[config.mk]
export PLATFORM = sky130hd
export DESIGN_NAME = seq_alu_md
export DESIGN_NICKNAME = d
export VERILOG_FILES = /design/src/rtl/seq_alu_md.sv
export SDC_FILE = /design/constraint.sdc
export NUM_CORES = 1
export LEC_CHECK = 0
export CAP_MARGIN = 20
export CORE_ASPECT_RATIO = 0.8
export CORE_MARGIN = 2
export CORE_UTILIZATION = 45
export CTS_BUF_LIST = sky130_fd_sc_hd__clkbuf_16
export DETAILED_ROUTE_END_ITERATION = 10
export PLACE_DENSITY = 0.71
export SLEW_MARGIN = 40
export SYNTH_ARGS = -nofsm -noshare
export SYNTH_HDL_FRONTEND = slang
export SYNTH_SLANG_ARGS = --single-unit
[constraint.sdc]
create_clock -name clk -period 3.9 [get_ports clk]
set_clock_uncertainty 0.15 [all_clocks]
set_input_delay 0.78 -clock clk [delete_from_list [all_inputs] [get_ports clk]]
set_output_delay 0.78 -clock clk [all_outputs]
set_load 0.05 [all_outputs]
[src/rtl/seq_alu_md.sv]
// Registered ALU with an iterative unsigned multiply/divide unit.
// Single-cycle ops complete at accept; mul/div take WIDTH iterations behind busy.
module seq_alu_md #(
  parameter int WIDTH = 16
) (
  input  logic             clk,
  input  logic             reset,
  input  logic             start,
  input  logic [3:0]       op,
  input  logic [WIDTH-1:0] a,
  input  logic [WIDTH-1:0] b,
  output logic             busy,
  output logic             done,
  output logic [WIDTH-1:0] y,
  output logic [WIDTH-1:0] hi,
  output logic             zero,
  output logic             carry,
  output logic             overflow,
  output logic             divzero
);

  localparam int CW = $clog2(WIDTH + 1);

  typedef enum logic {S_IDLE, S_RUN} state_t;

  state_t           r_state, w_state_nxt;
  logic [CW-1:0]    r_cnt;
  logic             r_isdiv;
  logic [WIDTH-1:0] r_m;
  logic [WIDTH-1:0] r_acc;
  logic [WIDTH-1:0] r_q;

  logic [WIDTH-1:0] r_y, r_hi;
  logic             r_done, r_zero, r_carry, r_ovf, r_dz;

  logic             w_accept, w_is_md, w_last;
  logic [WIDTH:0]   w_sum, w_diff;
  logic [WIDTH-1:0] w_sc_y, w_sc_hi;
  logic             w_sc_c, w_sc_ov, w_sc_dz;

  logic [WIDTH:0]   w_madd;
  logic [WIDTH:0]   w_shift;
  logic [WIDTH-1:0] w_dsub;
  logic [WIDTH-1:0] w_it_acc, w_it_q;

  assign w_accept = start && (r_state == S_IDLE);
  assign w_is_md  = (op == 4'b1000) || ((op == 4'b1001) && (b != '0));
  assign w_last   = (r_cnt == CW'(WIDTH - 1));

  always_comb begin
    w_state_nxt = r_state;
    case (r_state)
      S_IDLE:  if (w_accept && w_is_md) w_state_nxt = S_RUN;
      S_RUN:   if (w_last) w_state_nxt = S_IDLE;
      default: w_state_nxt = S_IDLE;
    endcase
  end

  always_comb begin
    w_sum   = {1'b0, a} + {1'b0, b};
    w_diff  = {1'b0, a} - {1'b0, b};
    w_sc_y  = '0;
    w_sc_hi = '0;
    w_sc_c  = 1'b0;
    w_sc_ov = 1'b0;
    w_sc_dz = 1'b0;
    if (!op[3]) begin
      case (op[2:0])
        3'b000: w_sc_y = a & b;
        3'b001: w_sc_y = a | b;
        3'b010: begin
          w_sc_y  = w_sum[WIDTH-1:0];
          w_sc_c  = w_sum[WIDTH];
          w_sc_ov = ~(a[WIDTH-1] ^ b[WIDTH-1]) & (a[WIDTH-1] ^ w_sum[WIDTH-1]);
        end
        3'b100: w_sc_y = a ^ b;
        3'b101: w_sc_y = ~(a | b);
        3'b110: begin
          w_sc_y  = w_diff[WIDTH-1:0];
          w_sc_c  = w_diff[WIDTH];
          w_sc_ov = (a[WIDTH-1] ^ b[WIDTH-1]) & (a[WIDTH-1] ^ w_diff[WIDTH-1]);
        end
        3'b111: begin
          w_sc_y  = {{(WIDTH-1){1'b0}}, w_diff[WIDTH-1]};
          w_sc_c  = w_diff[WIDTH];
          w_sc_ov = (a[WIDTH-1] ^ b[WIDTH-1]) & (a[WIDTH-1] ^ w_diff[WIDTH-1]);
        end
        default: w_sc_y = '0;
      endcase
    end else if ((op == 4'b1001) && (b == '0)) begin
      w_sc_y  = '1;
      w_sc_hi = a;
      w_sc_dz = 1'b1;
    end
  end

  // One iteration step: mul shifts {acc,q} right after a conditional add;
  // div shifts {acc,q} left and restores when the trial subtract would borrow.
  always_comb begin
    w_madd   = {1'b0, r_acc} + (r_q[0] ? {1'b0, r_m} : '0);
    w_shift  = {r_acc, r_q[WIDTH-1]};
    w_dsub   = w_shift[WIDTH-1:0] - r_m;
    w_it_acc = w_madd[WIDTH:1];
    w_it_q   = {w_madd[0], r_q[WIDTH-1:1]};
    if (r_isdiv) begin
      if (w_shift >= {1'b0, r_m}) begin
        w_it_acc = w_dsub;
        w_it_q   = {r_q[WIDTH-2:0], 1'b1};
      end else begin
        w_it_acc = w_shift[WIDTH-1:0];
        w_it_q   = {r_q[WIDTH-2:0], 1'b0};
      end
    end
  end

  always_ff @(posedge clk) begin
    if (reset) begin
      r_state <= S_IDLE;
      r_cnt   <= '0;
      r_isdiv <= 1'b0;
      r_m     <= '0;
      r_acc   <= '0;
      r_q     <= '0;
      r_y     <= '0;
      r_hi    <= '0;
      r_done  <= 1'b0;
      r_zero  <= 1'b0;
      r_carry <= 1'b0;
      r_ovf   <= 1'b0;
      r_dz    <= 1'b0;
    end else begin
      r_state <= w_state_nxt;
      r_done  <= 1'b0;
      if (r_state == S_IDLE) begin
        if (w_accept) begin
          if (w_is_md) begin
            r_isdiv <= op[0];
            r_m     <= b;
            r_acc   <= '0;
            r_q     <= a;
            r_cnt   <= '0;
          end else begin
            r_y     <= w_sc_y;
            r_hi    <= w_sc_hi;
            r_zero  <= (w_sc_y == '0);
            r_carry <= w_sc_c;
            r_ovf   <= w_sc_ov;
            r_dz    <= w_sc_dz;
            r_done  <= 1'b1;
          end
        end
      end else begin
        r_acc <= w_it_acc;
        r_q   <= w_it_q;
        if (w_last) begin
          r_cnt   <= '0;
          r_y     <= w_it_q;
          r_hi    <= w_it_acc;
          r_zero  <= (w_it_q == '0);
          r_carry <= 1'b0;
          r_ovf   <= !r_isdiv && (w_it_acc != '0);
          r_dz    <= 1'b0;
          r_done  <= 1'b1;
        end else begin
          r_cnt <= r_cnt + CW'(1);
        end
      end
    end
  end

  assign busy     = (r_state == S_RUN);
  assign done     = r_done;
  assign y        = r_y;
  assign hi       = r_hi;
  assign zero     = r_zero;
  assign carry    = r_carry;
  assign overflow = r_ovf;
  assign divzero  = r_dz;

endmodule

==> summary.txt <==
Synthesis
  • Xor/xnor share of the synthesized area: 0.04957
  • Mux share of post-synthesis cell area: 0.03353
  • Synth Area in Simple Gates: 0.2175
  • Compound-gate portion of the synthesized area: 0.2905
  • Sequential area share after synthesis: 0.2127
  • Synth Register Bits: 92
  • Number of flops mapped to enable cells by yosys: 0
  • Syn_nets: 1295
  • Asr flop ratio synth: 0
  • Synth warnings: 0
  • Synth Instances: 1168
  • Yosys cell types: 84
  • Synthesized area per cell: 7.412 sq um
  • Primary FF master, synth: dfxtp_1
  • Post-Synth Adder-Cell Area: 0.1307
  • Largest family of logic cells by synthesized area: compound AO/OA/AOI/OAI gates
  • Mapped cell area: 8657 sq um

CTS
  • Hold Buf Count CTS: 0
  • Clk sinks: 92
  • Clock-pin slew on the worst setup and hold paths: 0.07 ns
  • Clk_lat worst skew: 0.35 ns
  • CTS tree: yes
  • Root Driver: clkbuf_16
  • CTS max path bufs: 2
  • CTS Buf Count: 9
  • CTS HTree Levels: 3

Pwr
  • Worst VDD drop: 0.2281 mV
  • Net Sw Frac: 0.3635
  • Pwr per Cell Area: 264.1 nW/um^2
  • Clock share of power: 0.295
  • Combinational power share: 0.365
  • Internal power: 1.869 mW
  • NetSw: 1.067 mW
  • Sequential power share: 0.341
  • Lkg Pwr: 4.807 nW

Die
  • Initial Util: 0.4576
  • Die W: 159.1 um
  • Die area: 20370 sq um
  • Area of the core: 18920 sq um
  • Die Y: 128.1 um
  • I/O pin cnt: 77
  • Row count: 45

Placement
  • Post-DP Area: 10620 sq um
  • Pre-CTS setup slack: -0.2609 ns
  • Post-DP HPWL: 24.04 mm
  • IO buf count: 76
  • Placer Congestion: 1.002

Routing
  • Routed wire length: 30.62 mm
  • Vias per cell: 6.023
  • DRT Pass-1 Iters: 5
  • DRC viols: 0
  • Via count: 9649
  • Routed Antenna Nets: 0
  • Initial detailed-routing violation count: 1047
  • Routed len/inst: 19.11 um

Global route
  • Antenna violations before repair: 0
  • Global-route wire length before repair: 48.56 mm
  • Vias in the first global route: 9043
  • Tot GR Track Use: 0.2963
  • Pin count of the biggest net entering global routing: 53
  • Grt total ovfl: 0

Cells and area
  • Register area: 1846 sq um
  • Final #Nets: 1466
  • # diodes: 0
  • Area of the multi-input gates: 6427 sq um
  • Area grow syn2layout: 28.44%
  • Fill count: 1733
  • Share of cells above drive strength 1: 0.1749
  • Post-route cell area: 11120 sq um

Worst setup path
  • Critical Path Source Type: primary input
  • Max stage delay cell, worst path: clkdlybuf4s50_1
  • Critical path buffers and inverters: 5
  • Crit path max-delay family: compound AO/OA/AOI/OAI gates
  • CP arrival: 3.89 ns
  • WS Path Type: in2reg
  • CP required: 3.96 ns
  • Slowest Stage Delay on Critical Path: 0.49 ns
  • Crit. End Element: flop
  • CP cell instances: clkdlybuf4s50_1 > inv_1 > ha_1 > buf_6 > a21boi_2 > a21o_1 > o41ai_4 > o31ai_2 > buf_4 > a22o_1 > nor3_1 > buf_4 > nor3_1 > o221ai_1 > a21oi_1
  • Worst-path fanout max: 8

STA
  • Worst slew margin: 0.5295
  • RSZ-0062 raised after global routing: true
  • Final Hold Slack: 0.3200 ns
  • Fmax: 261.2 MHz
  • Setup violations, final: 0
  • Slew @ Worst Pin: 0.7019 ns
  • Final cycle utilization of the critical path: 0.9815
  • Final worst setup slack: 0.07223 ns
  • Final min period: 3.828 ns
  • Final Slew Violations: 0
  • Final Hold Fails: 0

Status
  • Outcome: finished, final reports clean

Min path
  • Hold Path Class: reg2reg

Flow run
  • Max Cap Violations: 0
## final timing paths
kind	startpoint	endpoint	slack (ns)	cells after the start
max	b[3]	y[13]	0.07	15
min	r_cnt[4]	r_cnt[4]	0.32	1
max reg2reg	r_m[7]	overflow	0.19	13
min reg2reg	r_cnt[4]	r_cnt[4]	0.32	1
## metal layers
metal  track usage  routed length (um)  vias up
met1        0.4411               14510     4517
met4       0.06952                 762        0
met5             0                   0        -
met3       0.06826                3081       62
li1              -                   -     4568
met2        0.4297               12260      502
## power groups by stage
stage               combinational (mW)  sequential, mW  clock, mW
CTS                               1.01           0.998      0.875
floorplan                        0.534            1.09          0
global route                      1.15            1.00      0.911
detailed placement                1.00            1.02          0
finish                            1.07            1.00      0.866
global placement                 0.998            1.02          0
## registers in the layout, summed over array words and instances, names as in the netlist
register,count
hi,16
r_acc,16
r_m,16
r_q,16
y,16
r_cnt,5
busy,1
carry,1
divzero,1
done,1
overflow,1
r_isdiv,1
zero,1
## layout make-up
class	instances	share of cell area
multi-input cells	932	0.5780
repair buffers	230	0.1759
flip-flops and latches	92	0.1660
well taps	258	0.02903
inverters	74	0.02498
clock buffers	9	0.02025
clock inverters	7	0.005851
## synthesized netlist by cell type, drive strengths merged, types with 17 or more instances
cell type | number | area share
nand3 | 18 | 0.010
clkbuf | 51 | 0.022
o21ai | 48 | 0.028
nor3 | 38 | 0.022
buf | 19 | 0.011
a21oi | 106 | 0.062
inv | 74 | 0.032
a211oi | 34 | 0.029
nor2 | 134 | 0.058
nand2 | 129 | 0.057
a31oi | 17 | 0.012
mux2i | 20 | 0.023
a21o | 19 | 0.016
ha | 84 | 0.12
and2 | 21 | 0.015
dfxtp | 92 | 0.21
xnor2 | 37 | 0.037
## layout by cell type (no fill, tap or decap), types with 5 or more instances in the layout
| master | Yosys | final |
|---|---|---|
| xor2_1 | 12 | 12 |
| o21a_1 | 6 | 6 |
| a221o_1 | 10 | 10 |
| a221oi_1 | 12 | 11 |
| nor2b_1 | 9 | 8 |
| nand2_1 | 128 | 128 |
| or3_1 | 7 | 7 |
| a211oi_1 | 34 | 32 |
| mux2i_1 | 20 | 20 |
| and3_1 | 9 | 9 |
| o21bai_1 | 6 | 6 |
| nor3_1 | 38 | 36 |
| xnor2_1 | 37 | 37 |
| a22oi_1 | 13 | 13 |
| o21ai_0 | 45 | 42 |
| dfxtp_1 | 92 | 89 |
| a21oi_1 | 105 | 102 |
| nor2_1 | 134 | 133 |
| a222oi_1 | 5 | 5 |
| nand2b_1 | 14 | 14 |
| and2_1 | 20 | 20 |
| o22ai_1 | 8 | 7 |
| mux2_2 | 8 | 8 |
| o211ai_1 | 11 | 11 |
| buf_4 | 1 | 151 |
| ha_1 | 84 | 79 |
| nor4_1 | 6 | 5 |
| nand4_1 | 10 | 10 |
| nand3_1 | 18 | 17 |
| inv_1 | 73 | 72 |
| clkbuf_16 | 0 | 9 |
| a21o_1 | 19 | 19 |
| a31oi_1 | 17 | 17 |
| clkdlybuf4s50_1 | 0 | 72 |
## what timing repair did
item / 4_1_cts / 5_1_grt
setup buffers: 0 / 4
gates resized for setup: 0 / 36
endpoints found under the setup margin: 0 / 8
## kinds of logic after synthesis
family	after synthesis
xor gates and xnor gates	49
and+or+nand+nor	409
DFF	92
adders and majority gates	88
buffers and inverters	144
muxes	28
AOI/OAI and AO/OA	358
## stage by stage
step | setup TNS (ns) | instances | utilization | power [mW]
after floorplan | 0 | 1168 | - | 1.619
after global placement | -1.432 | 1582 | 0.5612 | 2.017
after detailed placement | -1.797 | 1582 | 0.5613 | 2.022
after CTS | 0 | 1598 | 0.5767 | 2.882
after global routing | -0.2297 | 1602 | 0.5878 | 3.062
final | 0 | 1602 | 0.5878 | 2.936
## worst reg2reg max path: stages, from the launching register on
cell and delay [ns]:
dfxtp_1 0.37, inv_1 0.06, ha_1 0.41, nand4_1 0.22, nor4_4 0.22, a21boi_4 0.27
o31a_2 0.17, nor3_1 0.09, buf_4 0.18, a221o_1 0.40, a311oi_1 0.36, nand4_1 0.26
nor4b_2 0.33, nor3_1 0.08
No activity file was read; power rests on OpenSTA's default activity.
